<file path="src/rtl/nbcac_pkg.sv">
// Shared NBCAC constants and the weighted partial-sum helper used by the
// decoder datapath and by encoder-side bench models.
package nbcac_pkg;

    localparam int NBCAC_W = 10;
    localparam int DATA_W  = 7;
    localparam int SUM_W   = 8;
    localparam int PSB_W   = 5;

    // Weight of codeword bit d[i] lives in S[i]; cw[i-1] carries d[i].
    localparam logic [SUM_W-1:0] S [1:NBCAC_W] = '{
        8'd1, 8'd68, 8'd42, 8'd26, 8'd16, 8'd10, 8'd6, 8'd4, 8'd2, 8'd2
    };

    function automatic logic [SUM_W-1:0] nbcac_psum(
        input logic [NBCAC_W-1:0] d,
        input int                 lo,
        input int                 hi
    );
        logic [SUM_W-1:0] acc;
        acc = '0;
        for (int i = 1; i <= NBCAC_W; i++) begin
            if (i >= lo && i <= hi && d[i-1]) begin
                acc = acc + S[i];
            end
        end
        return acc;
    endfunction

endpackage

</file>
<file path="src/rtl/nbcac_7di_decoder_pipe_if.sv">
// Codeword-in / data-out bus of the NBCAC decoder, including the error
// counter sideband.
interface nbcac_7di_decoder_pipe_if
    import nbcac_pkg::*;
#(
    parameter int ERR_CNT_W = 8
) ();

    logic                 cw_valid;
    logic                 cw_ready;
    logic [NBCAC_W-1:0]   cw;
    logic                 dat_valid;
    logic                 dat_ready;
    logic [DATA_W-1:0]    dat;
    logic                 dat_err;
    logic                 err_clr;
    logic [ERR_CNT_W-1:0] err_cnt;

    modport master (
        output cw_valid, cw, dat_ready, err_clr,
        input  cw_ready, dat_valid, dat, dat_err, err_cnt
    );

    modport slave (
        input  cw_valid, cw, dat_ready, err_clr,
        output cw_ready, dat_valid, dat, dat_err, err_cnt
    );

endinterface

</file>
<file path="src/rtl/nbcac_pipe_stage.sv">
// Generic valid/ready register slice: loads whenever it is empty or the
// downstream side is taking the current word.
module nbcac_pipe_stage #(
    parameter int W = 8
) (
    input  logic         i_clk,
    input  logic         i_rst_n,
    input  logic         i_valid,
    input  logic [W-1:0] i_data,
    output logic         o_ready,
    input  logic         i_ready,
    output logic         o_valid,
    output logic [W-1:0] o_data
);

    logic         r_valid;
    logic [W-1:0] r_data;

    assign o_ready = !r_valid || i_ready;
    assign o_valid = r_valid;
    assign o_data  = r_data;

    // Payload only moves with a valid word so a stalled or idle slice keeps
    // its last value stable.
    always_ff @(posedge i_clk or negedge i_rst_n) begin
        if (!i_rst_n) begin
            r_valid <= 1'b0;
            r_data  <= '0;
        end else if (o_ready) begin
            r_valid <= i_valid;
            if (i_valid) begin
                r_data <= i_data;
            end
        end
    end

endmodule

</file>
<file path="src/rtl/nbcac_7di_decoder_pipe.sv">
// NBCAC 10-bit codeword to 7-bit data decoder: two-stage valid/ready pipe
// with out-of-range flagging and a saturating error counter.
module nbcac_7di_decoder_pipe
    import nbcac_pkg::*;
#(
    parameter int ERR_CNT_W = 8
) (
    input  logic                    i_clk,
    input  logic                    i_rst_n,
    nbcac_7di_decoder_pipe_if.slave bus
);

    localparam int S1_W = SUM_W + PSB_W;

    logic [SUM_W-1:0]     w_psa;
    logic [PSB_W-1:0]     w_psb;
    logic [S1_W-1:0]      w_s1_data;
    logic                 w_s1_valid;
    logic [SUM_W-1:0]     w_sum;
    logic [SUM_W-1:0]     w_sum_q;
    logic                 w_adv1;
    logic                 w_adv2;
    logic                 w_err_inc;
    logic [ERR_CNT_W-1:0] r_err_cnt;

    // d6..d10 weigh at most 24, so the low partial sum fits in 5 bits.
    assign w_psa = nbcac_psum(bus.cw, 1, 5);
    assign w_psb = PSB_W'(nbcac_psum(bus.cw, 6, 10));

    nbcac_pipe_stage #(.W(S1_W)) u_stage1 (
        .i_clk   (i_clk),
        .i_rst_n (i_rst_n),
        .i_valid (bus.cw_valid),
        .i_data  ({w_psa, w_psb}),
        .o_ready (w_adv1),
        .i_ready (w_adv2),
        .o_valid (w_s1_valid),
        .o_data  (w_s1_data)
    );

    assign w_sum = w_s1_data[S1_W-1:PSB_W] + {{(SUM_W-PSB_W){1'b0}}, w_s1_data[PSB_W-1:0]};

    nbcac_pipe_stage #(.W(SUM_W)) u_stage2 (
        .i_clk   (i_clk),
        .i_rst_n (i_rst_n),
        .i_valid (w_s1_valid),
        .i_data  (w_sum),
        .o_ready (w_adv2),
        .i_ready (bus.dat_ready),
        .o_valid (bus.dat_valid),
        .o_data  (w_sum_q)
    );

    assign bus.cw_ready = w_adv1;
    assign bus.dat      = w_sum_q[DATA_W-1:0];
    assign bus.dat_err  = (w_sum_q > 8'd127);

    assign w_err_inc = bus.dat_valid && bus.dat_ready && bus.dat_err;

    // A clear that coincides with a counted error leaves that error counted.
    always_ff @(posedge i_clk or negedge i_rst_n) begin
        if (!i_rst_n) begin
            r_err_cnt <= '0;
        end else if (bus.err_clr) begin
            r_err_cnt <= w_err_inc ? ERR_CNT_W'(1) : '0;
        end else if (w_err_inc && (r_err_cnt != '1)) begin
            r_err_cnt <= r_err_cnt + ERR_CNT_W'(1);
        end
    end

    assign bus.err_cnt = r_err_cnt;

endmodule

</file>
<file path="src/flat_wrapper.sv">
// flat-port wrapper written by rule: the top's interface ports become plain ports
module nbcac_7di_decoder_pipe_flat import nbcac_pkg::*;
#(
    parameter int ERR_CNT_W = 8
)
  (i_clk, i_rst_n, bus_cw_valid, bus_cw, bus_dat_ready, bus_err_clr, bus_cw_ready, bus_dat_valid, bus_dat, bus_dat_err, bus_err_cnt);
  nbcac_7di_decoder_pipe_if #(.ERR_CNT_W(ERR_CNT_W)) bus_i ();
  input  logic i_clk;
  input  logic i_rst_n;
  input wire logic [$bits(bus_i.cw_valid)-1:0] bus_cw_valid;
  input wire logic [$bits(bus_i.cw)-1:0] bus_cw;
  input wire logic [$bits(bus_i.dat_ready)-1:0] bus_dat_ready;
  input wire logic [$bits(bus_i.err_clr)-1:0] bus_err_clr;
  output wire logic [$bits(bus_i.cw_ready)-1:0] bus_cw_ready;
  output wire logic [$bits(bus_i.dat_valid)-1:0] bus_dat_valid;
  output wire logic [$bits(bus_i.dat)-1:0] bus_dat;
  output wire logic [$bits(bus_i.dat_err)-1:0] bus_dat_err;
  output wire logic [$bits(bus_i.err_cnt)-1:0] bus_err_cnt;
  assign bus_i.cw_valid = bus_cw_valid;
  assign bus_i.cw = bus_cw;
  assign bus_i.dat_ready = bus_dat_ready;
  assign bus_i.err_clr = bus_err_clr;
  assign bus_cw_ready = bus_i.cw_ready;
  assign bus_dat_valid = bus_i.dat_valid;
  assign bus_dat = bus_i.dat;
  assign bus_dat_err = bus_i.dat_err;
  assign bus_err_cnt = bus_i.err_cnt;
  nbcac_7di_decoder_pipe #(.ERR_CNT_W(ERR_CNT_W)) u_core (.i_clk(i_clk), .i_rst_n(i_rst_n), .bus(bus_i));
endmodule
</file>
<file path="config.mk">
export PLATFORM = sky130hd
export DESIGN_NAME = nbcac_7di_decoder_pipe_flat
export DESIGN_NICKNAME = d
export VERILOG_FILES = /design/src/rtl/nbcac_pkg.sv /design/src/rtl/nbcac_7di_decoder_pipe_if.sv /design/src/rtl/nbcac_pipe_stage.sv /design/src/rtl/nbcac_7di_decoder_pipe.sv /design/src/flat_wrapper.sv
export SDC_FILE = /design/constraint.sdc
export NUM_CORES = 1
export LEC_CHECK = 0
export CAP_MARGIN = 40
export CORE_MARGIN = 5
export CORE_UTILIZATION = 47
export CTS_CLUSTER_SIZE = 12
export DETAILED_ROUTE_END_ITERATION = 6
export PLACE_DENSITY = 0.81
export SKIP_CTS_REPAIR_TIMING = 1
export SYNTH_ARGS = -nofsm -noshare
export SYNTH_HDL_FRONTEND = slang
export SYNTH_SLANG_ARGS = --single-unit
</file>
<file path="constraint.sdc">
create_clock -name i_clk -period 1.5 [get_ports i_clk]
set_input_delay 0.15 -clock i_clk [delete_from_list [all_inputs] [get_ports i_clk]]
set_output_delay 0.15 -clock i_clk [all_outputs]
set_load 0.02 [all_outputs]
</file>
-- Word-level counts from Yosys, hierarchy flattened
Cells that the tools add are included.
- register bits after elaboration: 31
- input port bits: 15
- output and inout bits: 18
- word-level logic and storage cells: 40
- add/subtract/negate cells: 10
- order comparisons: 1
- equal/unequal tests: 1
- muxes and demuxes: 13
- reduce and logical (&&, ||, !) cells: 10
- operators with widths (cell ; count):
    two-way mux 8 bit ; 6
    two-way mux 5 bit ; 4
    adder 8 x 5 -> 8 bit (second input constant) ; 2
    adder 5 x 2 -> 5 bit (second input constant) ; 2
    adder 8 x 1 -> 8 bit (second input constant) ; 1
    adder 8 x 5 -> 8 bit ; 1
    adder 8 x 6 -> 8 bit (second input constant) ; 1
    adder 8 x 7 -> 8 bit (second input constant) ; 1
    greater-than comparator 8 x 7 -> 1 bit (second input constant) ; 1
    != test 8 bit (second input constant) ; 1
    adder 4 x 3 -> 5 bit (second input constant) ; 1
    adder 5 x 3 -> 5 bit (second input constant) ; 1
    two-way mux 4 bit ; 1
    AND reduction 2 bit ; 2
    logical AND 1 bit ; 3
    logical NOT 1 bit ; 2
    logical OR 1 bit ; 2
    two-way mux 1 bit ; 2
    nonzero test 2 bit ; 1

-- Longest topological paths before layout
- depth after elaboration: 9
- depth in mapped cells: 10
- depth with buffers taken out: 10

-- Hierarchy
Synthesis repeated with hierarchy kept, for this count alone.
- cells, all modules: 166
- area, all modules: 1961.9 um^2
- by module, submodules not included (module ; instances ; cells each ; area an instance (um^2) ; sequential area each (um^2)):
    nbcac_7di_decoder_pipe ; 1 ; 115 ; 989.7 ; 200.2
    nbcac_pipe_stage at u_core.u_stage1 ; 1 ; 31 ; 586.8 ; 350.3
    nbcac_pipe_stage at u_core.u_stage2 ; 1 ; 20 ; 385.4 ; 225.2

-- Least setup slack after synthesis
OpenSTA, ideal clock, no wires.
- path kind: input -> register
- start: input port bus_cw[5]
- end: register u_core.u_stage1.r_data[2] (netlist: u_core.u_stage1.o_data[2])
- setup time: 0.132 ns
- data arrival time: 1.713 ns
- required time: 1.368 ns
- path slack: -0.346 ns
- stages: 9
- buffers on the path: 0
- cell sequence: inv_1 ha_1 xor2_1 ha_1 mux2i_1 inv_1 ha_1 a211oi_1 a21oi_1
- word-level cells in the longest chain between the ends: 9
- RTL lines (what ; line ; RTL):
    from (decl) ; flat_wrapper.sv:11 ; input wire logic [$bits(bus_i.cw)-1:0] bus_cw;
    two-way mux 4 bit * ; nbcac_pkg.sv:23 ; if (i >= lo && i <= hi && d[i-1]) begin
    adder 4 x 3 -> 5 bit ; nbcac_pkg.sv:24 ; acc = acc + S[i];
    two-way mux 5 bit * ; nbcac_pkg.sv:23 ;
    adder 5 x 3 -> 5 bit ; nbcac_pkg.sv:24 ;
    two-way mux 5 bit * ; nbcac_pkg.sv:23 ;
    adder 5 x 2 -> 5 bit ; nbcac_pkg.sv:24 ;
    two-way mux 5 bit * ; nbcac_pkg.sv:23 ;
    adder 5 x 2 -> 5 bit ; nbcac_pkg.sv:24 ;
    two-way mux 5 bit * ; nbcac_pkg.sv:23 ;
    to (signal assigned) ; nbcac_pipe_stage.sv:32 ; r_data <= i_data;
    to (decl) ; nbcac_pipe_stage.sv:17 ; logic [W-1:0] r_data;
Mark *: on every way between the ends. The rest lies on a longest branch, timed or not.
A chain may end at the register's enable or synchronous reset.

-- Worst setup path after layout
- start: register u_core.u_stage1.r_data[6] (netlist: u_core.u_stage1.o_data[6])
- end: register u_core.u_stage2.r_data[7] (netlist: u_core.u_stage2.o_data[7])
- word-level cells in the longest chain between the ends: 1
- RTL lines (what ; line ; RTL):
    adder 8 x 5 -> 8 bit ; nbcac_7di_decoder_pipe.sv:41 ; assign w_sum = w_s1_data[S1_W-1:PSB_W] + {{(SUM_W-PSB_W){1'b0}}, w_s1_data[PSB_W-1:0]};
    to (signal assigned) ; nbcac_pipe_stage.sv:32 ;
    to (decl) ; nbcac_pipe_stage.sv:17 ;
Every way passes these cells.

==> results.json <==
{
  "status": "finished with violations",
  "violations": "negative setup slack",
  "wl_mm": 3.649,
  "nets": 275,
  "vias": 1458,
  "r2r_slack_ns": -0.10,
  "clockBufferDepth": 2,
  "worstHoldPathType": "in2async",
  "clk_latency_ns": 0.27,
  "grt_max_degree": 31,
  "core_um2": 3689,
  "hold_viol_final": 0,
  "gr-total-overflow": 0,
  "die_y_um": 71.77,
  "synth_edf_count": 0,
  "tritoncts": "yes",
  "rr_worst_depth": 8,
  "syn_avg_cell_area_um2": 9.588,
  "crit_type": "reg2reg",
  "wl_per_cell_um": 12.41,
  "post-route-min-period_ns": 1.604,
  "dieArea_um2": 5150,
  "die_w_um": 71.77,
  "ant_nets": 0,
  "layout_commonest_cell": "buf_4",
  "slew-limit-headroom_pct": 74.68,
  "syn_nets": 217,
  "cp.arrival_ns": 1.76,
  "drt_iter0_markers": 48,
  "synth_warnings": 0,
  "area_delta_synth_final_pct": 43.75,
  "skew_ns": 0.003019,
  "fillers": 272,
  "cap_violations": 0,
  "slew_viol_final": 0,
  "whs_ns": 0.2615,
  "antenna_found_initial": 0,
  "grt_pass1_vias": 1376,
  "start_kind": "flop",
  "post_drt_via_cell_ratio": 4.959,
  "clock.fmax_ghz": 0.6234,
  "portBuffers": 32,
  "crit_path_max_fanout": 2,
  "rsz0062_at_grt": "yes",
  "dpl.cell_count": 283,
  "synthFlopType": "dfrtp_1",
  "dpl_cell_area_um2": 2387,
  "worst_slack_ns": -0.1042,
  "cp-end-kind": "flop",
  "fin_crit_sh_pct": 106.9,
  "ctsHtreeMaxLevel": 2,
  "ys_seq_elements": 30,
  "num_io_pins": 33,
  "synth.cell_area_um2": 1793,
  "place_congestion": 0.8080,
  "drc": 0,
  "peakVddDrop_mv": 0.5025,
  "cts_root_buf": "clkbuf_8",
  "yosysUniqueCellTypes": 37,
  "layout_common_cells": "buf_4, dfrtp_1, nand2_1",
  "worst_slew_pin_slew_ns": 0.3797,
  "startpoint": "u_core.u_stage1.o_data[6]$_DFFE_PN0P_",
  "utilization_pct": 69.88,
  "gr-usage-all-layers_pct": 14.11,
  "ys_seq_area_share_pct": 41.87,
  "power_leakage_nw": 1.291,
  "drive_gt1_share_pct": 27.24,
  "crit_required_ns": 1.66,
  "cts.clk_slew.worst_paths_ns": 0.06,
  "rows": 22,
  "syn_inst": 187,
  "place_hpwl_mm": 2.736,
  "power_density_nw_per_um2": 1110,
  "numClockSinks": 30,
  "cts_made_buffers": 5,
  "n_antenna_cell": 0,
  "rr_startpoint": "u_core.u_stage1.o_data[6]$_DFFE_PN0P_",
  "r2r_end": "u_core.u_stage2.o_data[7]$_DFFE_PN0P_",
  "start_util_pct": 48.61,
  "finalNonFillerCells": 294,
  "finalInstanceArea_um2": 2577,
  "setup_viol": 6,
  "async_flop_share_pct": 100.0,
  "grt_pass1_wl_mm": 5.796,
  "dr.pass1.iters": 4,
  "pre_cts_ws_ns": -0.7481
}
==> critical path, cell delays in order, from the launching register on <==
cell and delay (ns):
dfrtp_1 0.38, ha_2 0.20, inv_2 0.04, fa_2 0.34, nor2b_2 0.12, o21ai_2 0.07
a21oi_2 0.15, xnor2_1 0.12, o21ai_1 0.08
==> synth_stat cells (2+ instances only) <==
cell,n,area share [%]
mux2i_1,4,2.2
a211oi_1,2,0.84
buf_4,7,2.9
a21o_1,2,0.84
dfrtp_1,30,42
nand3_1,3,0.84
a21oi_1,3,0.84
nor2_1,8,1.7
xor2_1,6,2.9
inv_1,15,3.1
ha_1,14,9.8
o21ai_0,17,4.7
a31oi_1,2,0.70
and3_1,3,1.0
o31ai_1,2,0.84
nand4_1,2,0.70
nand2b_1,4,1.4
nand2_1,27,5.7
clkbuf_1,4,0.84
mux2_2,4,2.5
nor2b_1,2,0.70
nand3b_1,2,0.84
xnor2_1,10,4.9
==> worst max path at each step <==
stage	cells after the start	to	slack, ns
2_1_floorplan	9	u_core.u_stage1.o_data[2]$_DFFE_PN0P_	-0.16
4_1_cts	10	u_core.u_stage1.o_data[2]$_DFFE_PN0P_	-0.48
3_5_place_dp	10	u_core.u_stage1.o_data[2]$_DFFE_PN0P_	-0.75
3_3_place_gp	10	u_core.u_stage1.o_data[2]$_DFFE_PN0P_	-0.71
5_1_grt	8	u_core.u_stage2.o_data[7]$_DFFE_PN0P_	-0.22
6_report	8	u_core.u_stage2.o_data[7]$_DFFE_PN0P_	-0.10
==> through the flow <==
stage	power (mW)	TNS, ns
final	2.861	-0.2414
after global routing	3.049	-1.150
after CTS	2.856	-1.761
after detailed placement	2.097	-3.940
after global placement	2.062	-3.484
after floorplan	1.731	-0.3353
==> area by class of cell <==
class                      count  area [um2]  share of cell area [%]
timing repair buffer          63       594.3                   23.06
sequential                    30       753.2                   29.22
clock buffer                   8       110.1                   4.272
tap                           48       60.06                   2.330
multi-input combinational    130       996.0                   38.64
inverter                      15       63.81                   2.476
==> cell families after synthesis <==
logic type               Yosys count  share of synthesized area, %
AO/OA/AOI/OAI                     35                         12.63
multiplexers                       8                         4.745
buffers and inverters             27                         7.117
XOR/XNOR                          16                         7.816
flip-flops                        30                         41.87
adder cells (fa/ha/maj)           15                         10.89
AND/OR/NAND/NOR                   56                         14.93
==> sequential cells by signal, summed over array words and instances, names as in the netlist <==
signal,flops
u_core.u_stage1.o_data,12
u_core.bus.err_cnt,8
u_core.u_stage2.o_data,8
u_core.u_stage1.o_valid,1
u_core.u_stage2.o_valid,1
==> routing by layer <==
metal / vias up / part of all wire, % / track usage (%)
met3: 11 / 4.1 / 2.384
met5: - / 0 / 0
met1: 679 / 44 / 16.96
met2: 29 / 50 / 24.29
li1: 739 / - / -
met4: 0 / 2.4 / 6.889
==> report_power, final <==
group | switching [mW] | internal, mW | total (mW) | leakage [nW]
clock network | 0.281 | 0.462 | 0.744 | 0.0575
registers | 0.0999 | 0.967 | 1.07 | 0.373
logic | 0.497 | 0.553 | 1.05 | 0.861
total | 0.879 | 1.98 | 2.86 | 1.29
Power figures use the tool's default switching activity.
